## src/rtl/shift_ctrl.sv

```systemverilog
// shift_ctrl: sequential wrapper around an external W-bit combinational barrel shifter.
// Accepts commands on a valid/ready handshake, registers the operands that
// drive the shifter, captures the shifter result one cycle later and holds it on
// an output valid/ready handshake until it is consumed.
// Optional feature macro: SHIFT_CHAIN_EN. When it is defined, the block adds
// in_rep[1:0] and recirculates the result through the shifter in_rep extra
// times before presenting it.
module shift_ctrl #(
    parameter int W  = 8,
    parameter int SW = 3
) (
    input  logic          clk,
    input  logic          rst_n,
    input  logic          in_valid,
    output logic          in_ready,
    input  logic [W-1:0]  in_din,
    input  logic [SW-1:0] in_shamt,
    input  logic          in_lr,
    input  logic          in_al,
`ifdef SHIFT_CHAIN_EN
    input  logic [1:0]    in_rep,
`endif
    output logic [W-1:0]  sh_din,
    output logic [SW-1:0] sh_shamt,
    output logic          sh_lr,
    output logic          sh_al,
    input  logic [W-1:0]  sh_dout,
    output logic          out_valid,
    input  logic          out_ready,
    output logic [W-1:0]  out_data
);

    typedef enum logic [1:0] {
        IDLE = 2'd0,
        CAPT = 2'd1,
        OUT  = 2'd2
    } state_e;

    state_e        state_q, state_d;

    logic [W-1:0]  sh_din_q;
    logic [SW-1:0] sh_shamt_q;
    logic          sh_lr_q;
    logic          sh_al_q;
    logic [W-1:0]  out_data_q;

    // Handshake / datapath strobes, decoded from the current state.
    logic          load_cmd;   // command accepted this cycle
    logic          pass_done;  // last shifter pass: capture sh_dout
    logic          recirc;     // intermediate pass: feed sh_dout back to sh_din

`ifdef SHIFT_CHAIN_EN
    logic [1:0]    rep_q;

    assign pass_done = (rep_q == 2'd0);
`else
    // Single pass: the first CAPT cycle is always the last one.
    assign pass_done = 1'b1;
`endif

    // State register; async reset drops out_valid immediately.
    always_ff @(posedge clk or negedge rst_n) begin
        // NOTE: sequential state always uses non-blocking assignments so every
        // register samples pre-edge values regardless of block ordering.
        if (!rst_n) begin
            state_q <= IDLE;
        end else begin
            state_q <= state_d;
        end
    end

    // Next-state logic.
    always_comb begin
        // NOTE: default assignment first so no path through the case leaves
        // state_d unassigned and infers a latch.
        state_d = state_q;
        case (state_q)
            IDLE: begin
                if (in_valid) state_d = CAPT;
            end
            CAPT: begin
                if (pass_done) state_d = OUT;
            end
            OUT: begin
                if (out_ready) state_d = in_valid ? CAPT : IDLE;
            end
            default: state_d = IDLE;
        endcase
    end

    // Output / strobe decode. in_ready follows out_ready in OUT so a new command
    // can be issued in the same cycle the result is consumed.
    always_comb begin
        in_ready  = 1'b0;
        out_valid = 1'b0;
        recirc    = 1'b0;
        case (state_q)
            IDLE: begin
                in_ready = 1'b1;
            end
            CAPT: begin
                recirc = !pass_done;
            end
            OUT: begin
                out_valid = 1'b1;
                in_ready  = out_ready;
            end
            default: ;
        endcase
        load_cmd = in_valid && in_ready;
    end

    // Operand registers: change only on an accepted command or a recirculation
    // pass, so the shifter sees stable inputs throughout CAPT and OUT.
    always_ff @(posedge clk or negedge rst_n) begin
        if (!rst_n) begin
            sh_din_q   <= '0;
            sh_shamt_q <= '0;
            sh_lr_q    <= 1'b0;
            sh_al_q    <= 1'b0;
        end else if (load_cmd) begin
            sh_din_q   <= in_din;
            sh_shamt_q <= in_shamt;
            sh_lr_q    <= in_lr;
            sh_al_q    <= in_al;
        end else if (recirc) begin
            sh_din_q   <= sh_dout;
        end
    end

`ifdef SHIFT_CHAIN_EN
    // Remaining-pass counter: loaded on accept, counts down once per recirculation.
    always_ff @(posedge clk or negedge rst_n) begin
        if (!rst_n) begin
            rep_q <= 2'd0;
        end else if (load_cmd) begin
            rep_q <= in_rep;
        end else if (recirc) begin
            rep_q <= rep_q - 2'd1;
        end
    end
`endif

    // Result register: captures the shifter output on the final pass and holds
    // it through any backpressure.
    always_ff @(posedge clk or negedge rst_n) begin
        if (!rst_n) begin
            out_data_q <= '0;
        end else if (state_q == CAPT && pass_done) begin
            out_data_q <= sh_dout;
        end
    end

    assign sh_din   = sh_din_q;
    assign sh_shamt = sh_shamt_q;
    assign sh_lr    = sh_lr_q;
    assign sh_al    = sh_al_q;
    assign out_data = out_data_q;

endmodule

```

## config.mk

```make
export PLATFORM = sky130hd
export DESIGN_NAME = shift_ctrl
export DESIGN_NICKNAME = d
export VERILOG_FILES = /design/src/rtl/shift_ctrl.sv
export SDC_FILE = /design/constraint.sdc
export NUM_CORES = 1
export LEC_CHECK = 0
export BUFFER_PORTS_ARGS = -buffer_cell sky130_fd_sc_hd__buf_2
export CELL_PAD_IN_SITES_DETAIL_PLACEMENT = 1
export CELL_PAD_IN_SITES_GLOBAL_PLACEMENT = 1
export CORE_ASPECT_RATIO = 0.9
export CORE_MARGIN = 2
export CORE_UTILIZATION = 34
export DETAILED_ROUTE_END_ITERATION = 12
export PLACE_DENSITY_LB_ADDON = 0.3
export SYNTH_ARGS = -nofsm -noshare
export SYNTH_HDL_FRONTEND = slang
export SYNTH_SLANG_ARGS = --single-unit
```

## constraint.sdc

```tcl
create_clock -name clk -period 2 [get_ports clk]
set_clock_uncertainty 0.05 [all_clocks]
set_input_delay 0 -clock clk [delete_from_list [all_inputs] [get_ports clk]]
set_output_delay 0 -clock clk [all_outputs]
set_load 0.1 [all_outputs]
```

* Word level (Yosys, flattened, before mapping)
Index checks and enable logic that the tools add are counted.
** Cells by class
- $add $sub $neg :: 0
- $mul :: 0
- Divide/modulo/power cells :: 0
- $lt $le $gt $ge :: 0
- Equal/unequal tests :: 4
- Shift operators :: 0
- Multiplexer cells :: 6
- Bitwise gates (word level) :: 0
- Reduce and logical (&&, ||, !) cells :: 3
** Operators with widths (number)
- 2-bit case mux with 3 select lines :: 1
- 2-bit 2-to-1 mux :: 2
- 2-bit != test, second input constant :: 2
- 2-bit by 1-bit == test with 1-bit output, second input constant :: 1
- 2-bit == test, second input constant :: 1
- 2-bit zero test :: 1
- 1-bit 2-to-1 mux :: 2
- 1-bit case mux with 2 select lines :: 1
- 2-bit AND reduction :: 1
- 1-bit logical AND :: 1
** Storage, ports and cells
- Register bits :: 23
- Bits in latches :: 0
- Bits in writable memories :: 0
- Bits in read-only memories :: 0
- Logic and storage cells :: 19
- Memories :: 0

* Depth between registers and ports, before layout
- Depth in word-level cells :: 3
- Mapped depth :: 4

* Worst setup path before layout
OpenSTA, ideal clock, no wires.
- Kind :: flip-flop to output port
- Start :: reg state_q[1]
- End :: out in_ready
- Data arrival time :: 1.749 ns
- Path slack :: 0.201 ns
- Cell stages (with the launch flop) :: 3
- Cell sequence :: dfrtp_1 -> nor2b_4 -> nor2_1
** Between the ends
- Longest elaborated chain between the ends :: 2
- Elaborated cells on any way between the ends :: 3
** Ends and longest elaborated chain
- start, declared :: line 39 : state_e state_q, state_d;
- start signal, assigned :: line 68 : state_q <= state_d;
- 2-bit == test or 2-bit zero test (tied branches) :: line 97 : case (state_q)
- 1-bit case mux with 2 select lines * :: line 97
- end, declared :: line 15 : output logic in_ready,
Every way passes the cells marked *; elsewhere a longest branch is shown, timed or not.

* Final worst setup path
- Start :: reg state_q[0]
- End :: out out_valid
** Between the ends
- Longest elaborated chain between the ends :: 2
** Ends and longest elaborated chain
- 2-bit == test :: line 97
- 1-bit 2-to-1 mux :: line 97
- end, declared :: line 28 : output logic out_valid,
No other way between the ends.

==> reports/metrics.sh <==
WHS_NS=0.1384
CRITICAL_PATH_ARRIVAL_NS=1.48
CORE_REGION_AREA_UM2=2531
CLK_ROOT_BUFFER_CELL='sky130_fd_sc_hd__clkbuf_4'
DRC=0
FINAL_ANTENNA_NET_COUNT=0
RUN_STATUS='finished, final reports clean'
RSZ0062_AT_GRT='no'
TRITONCTS_BUFFER_COUNT=3
IO_PINS=48
FLOORPLAN.INITIALDENSITY_PCT=36.83
POST_ROUTE_CELLS_DRIVE_ABOVE_1_SHARE_PCT=60.32
SYNTH_FA_HA_AREA_SHARE_PCT=0
CLOCK_SINKS=23
GROUTE.USAGE.OVERALL_PCT=14.40
RELATIVE_SLEW_MARGINS_PCT=67.43
FINAL_NET_COUNT=152
MOST_FREQUENTLY_USED_CELL_TYPE_IN_THE_POST_SYNTHESIS_NETLIST='sky130_fd_sc_hd__dfrtp_1'
FLOORPLAN.DIE.HEIGHT_UM=53.68
GRT_PASS1_VIAS=777
DIEAREA_UM2=3177
FLOORPLAN.DIE.WIDTH_UM=59.19
CTS-ROOT-TO-SINK-BUFFERS=2
PROPORTION_OF_REGISTER_BITS_WITH_ASYNCHRONOUS_SET_OR_RESET_AFTER_SYNTHESIS_PCT=100.0
CTS_POST_SETUP_BUFFERS_INSERTED=0
YOSYS.AREA_SHARE.SIMPLE_PCT=5.638
ROUTED-VIA-COUNT=676
GRT_FIRST_PASS_WIRELENGTH_UM=3360
CRITICAL_PATH_REQUIRED_NS=1.95
SYNTH_TOP_FAMILY_BY_AREA='multiplexers'
POSTSYNTHCELLCOUNT=53
PORT_BUFFERS=47
CRIT_TYPE='reg -> out'
DRT-VIAS-PER-INSTANCE=4.390
DETAILED_PLACEMENT_HPWL_UM=1345
SYNTH_COMPOUND_AREA_SHARE_PCT=0.5369
SYNTH_EDF_COUNT=0
SYNTH_LARGEST_AREA_CELL='sky130_fd_sc_hd__dfrtp_1'
DRTITER0DRC=6
YOSYS_MOST_USED_DFF='sky130_fd_sc_hd__dfrtp_1'
LARGEST_NET_DEGREE_AT_THE_START_OF_GLOBAL_ROUTING=24
ANTENNA_VIOLATIONS_BEFORE_REPAIR=0
GP_CONGESTION=0.6813
ANTENNA_CELLS=0
SEQUENTIAL_CELL_AREA_FRACTION_IN_THE_YOSYS_REPORT_PCT=61.74
POSTSYNTHREGISTERBITS=23
SYN_AVG_CELL_AREA_UM2=17.59
DRV.MAX_CAP_VIOLATION_COUNT=0
POST_SYNTH_INSTANCE_AREA_UM2=932.1
SYNTH_XOR_XNOR_AREA_SHARE_PCT=0
CLK-INSERTION-DELAY-LATE_NS=0.31
CPMAXSTAGEDELAYCELL='sky130_fd_sc_hd__dfrtp_1'
SYNTH_AREA_LEADERS='sky130_fd_sc_hd__dfrtp_1, sky130_fd_sc_hd__mux2_4, sky130_fd_sc_hd__mux2_2, sky130_fd_sc_hd__buf_12, sky130_fd_sc_hd__nor3b_4'
FINAL_SETUP_TNS_NS=0
FINAL_DESIGN_AREA_NO_FILL_UM2=1443
CLOCK_TREE_FROM_TRITONCTS='yes'
HTREE_LEVELS=1
NETLIST.AREA_LEADER.SHARE_PCT=61.74
CLOCK_EDGE_TRANSITION_AT_THE_REGISTERS_ON_THE_REPORTED_SETUP_AND_HOLD_PATHS_NS=0.12
WORST_PATH_LARGEST_CELL_DELAY_NS=0.45
POSTLAYOUTSETUPSLACKWORST_NS=0.4705
DETAIL_ROUTE.WIRELENGTH_UM=1971
WORSTMARGINPINSLEW_NS=0.4885
MIN_PERIOD_NS=1.530
YOSYS-MUX-AREA-FRACTION_PCT=28.99
POST_SYNTH_NUM_CELL_TYPES=12
DETAIL_ROUTE.WL_PER_CELL_UM=12.80
SYNTH_COMMON_CELLS='sky130_fd_sc_hd__dfrtp_1, sky130_fd_sc_hd__mux2_2, sky130_fd_sc_hd__mux2_4'
SYNTH-WARNING-COUNT=0
REG_TO_REG_STARTPOINT='state_q[1]'
NET_COUNT_OF_THE_MAPPED_NETLIST=78
FIRST_PASS_ITERS=2
TIMING.CRITICAL_PATH.CELLS='or2b_1 > inv_1 > buf_2'
CRITICAL_PATH.STARTPOINT='state_q[0]'
NUMBER_OF_MAX_SLEW_VIOLATIONS_IN_THE_FINAL_REPORT=0
PRE_CTS_WS_NS=0.5236
MIN-DELAY-PATH-CLASS='in -> async'
AREA_GROWTH_PCT=54.76
PLACEMENT_ROW_COUNT=17
FMAX_MHz=653.8
PERIOD_SHARE_PCT=76.48
CRIT_PATH_MAX_FANOUT=4
CP-START-KIND='register'
REPORT.FINAL.HOLD_VIOL_COUNT=0
SETUP_VIOL_COUNT_FINAL=0
CRIT_PATH_END_KIND='output pin'
GRT_REMAINING_OVERFLOW=0
POST_DP_CELL_AREA_UM2=1185
==> worst paths after layout <==
check                      depth (start not counted)  slack [ns]          end
max in group asynchronous                          2        1.42  out_data[5]
min                                                2        0.14  sh_shamt[1]
max reg2reg                                        4        0.52    sh_din[2]
min in group clk                                   3        0.14   state_q[0]
max                                                3        0.47    out_valid
min reg2reg                                        1        0.46  out_data[4]
==> layer usage <==
metal / GRT usage [%] / vias up / part of all wire, %
met2: 27.47 / 31 / 52
met5: 0 / - / 0
met3: 4.327 / 0 / 6.8
met4: 2.273 / 0 / 0
met1: 16.03 / 318 / 41
li1: - / 327 / -
==> state kept, by name, summed over array words and instances (netlist names) <==
register  cells
out_data      8
sh_din        8
sh_shamt      3
state_q       2
sh_al         1
sh_lr         1
==> area by class of cell <==
| class | instances | area (µm²) |
|---|---|---|
| multi-input cells | 27 | 327.8 |
| well taps | 28 | 35.03 |
| flip-flops and latches | 23 | 575.6 |
| fillers | 265 | 1089 |
| clock inverters | 1 | 5.005 |
| inverters | 1 | 3.754 |
| clock buffers | 3 | 22.52 |
| repair buffers | 71 | 473.0 |
==> layout by cell type (no fill, tap or decap) <==
cell type,count
sky130_fd_sc_hd__nand2b_2,1
sky130_fd_sc_hd__o21ai_0,1
sky130_fd_sc_hd__mux2_4,9
sky130_fd_sc_hd__or2b_1,1
sky130_fd_sc_hd__dlygate4sd3_1,23
sky130_fd_sc_hd__buf_4,1
sky130_fd_sc_hd__nor2_1,1
sky130_fd_sc_hd__clkbuf_4,3
sky130_fd_sc_hd__nor3b_4,1
sky130_fd_sc_hd__inv_1,1
sky130_fd_sc_hd__clkinv_2,1
sky130_fd_sc_hd__dfrtp_1,23
sky130_fd_sc_hd__mux2_2,12
sky130_fd_sc_hd__nor2b_4,1
sky130_fd_sc_hd__buf_2,47
==> kinds of logic (layout without fill, tap and decap cells) <==
family                 Yosys count  in the layout
AND/OR/NAND/NOR                  5              5
AO/OA/AOI/OAI                    1              1
buffers and inverters            3             76
flip-flops                      23             23
multiplexers                    21             21
==> per-stage QoR <==
stage | instances | util [%]
global route | 154 | 56.99
detailed placement | 127 | 46.81
finish | 154 | 56.99
floorplan | 53 | -
CTS | 154 | 56.99
global placement | 127 | 46.81
==> repair_timing <==
item,in CTS,in global routing
endpoints found under the setup margin,0,0
resized for setup,0,0
hold endpoints to repair,45,0
hold buffers,23,0
==> worst max-delay path: cells and delay by family (launching register included) <==
family,cells,cell delay (ns)
buf+inv,2,0.46
flops,1,0.45
simple gates,1,0.25
Power is left out: the tool's default activity adds up to more than one toggle a clock period on the data nets, which glitch-free logic cannot reach.
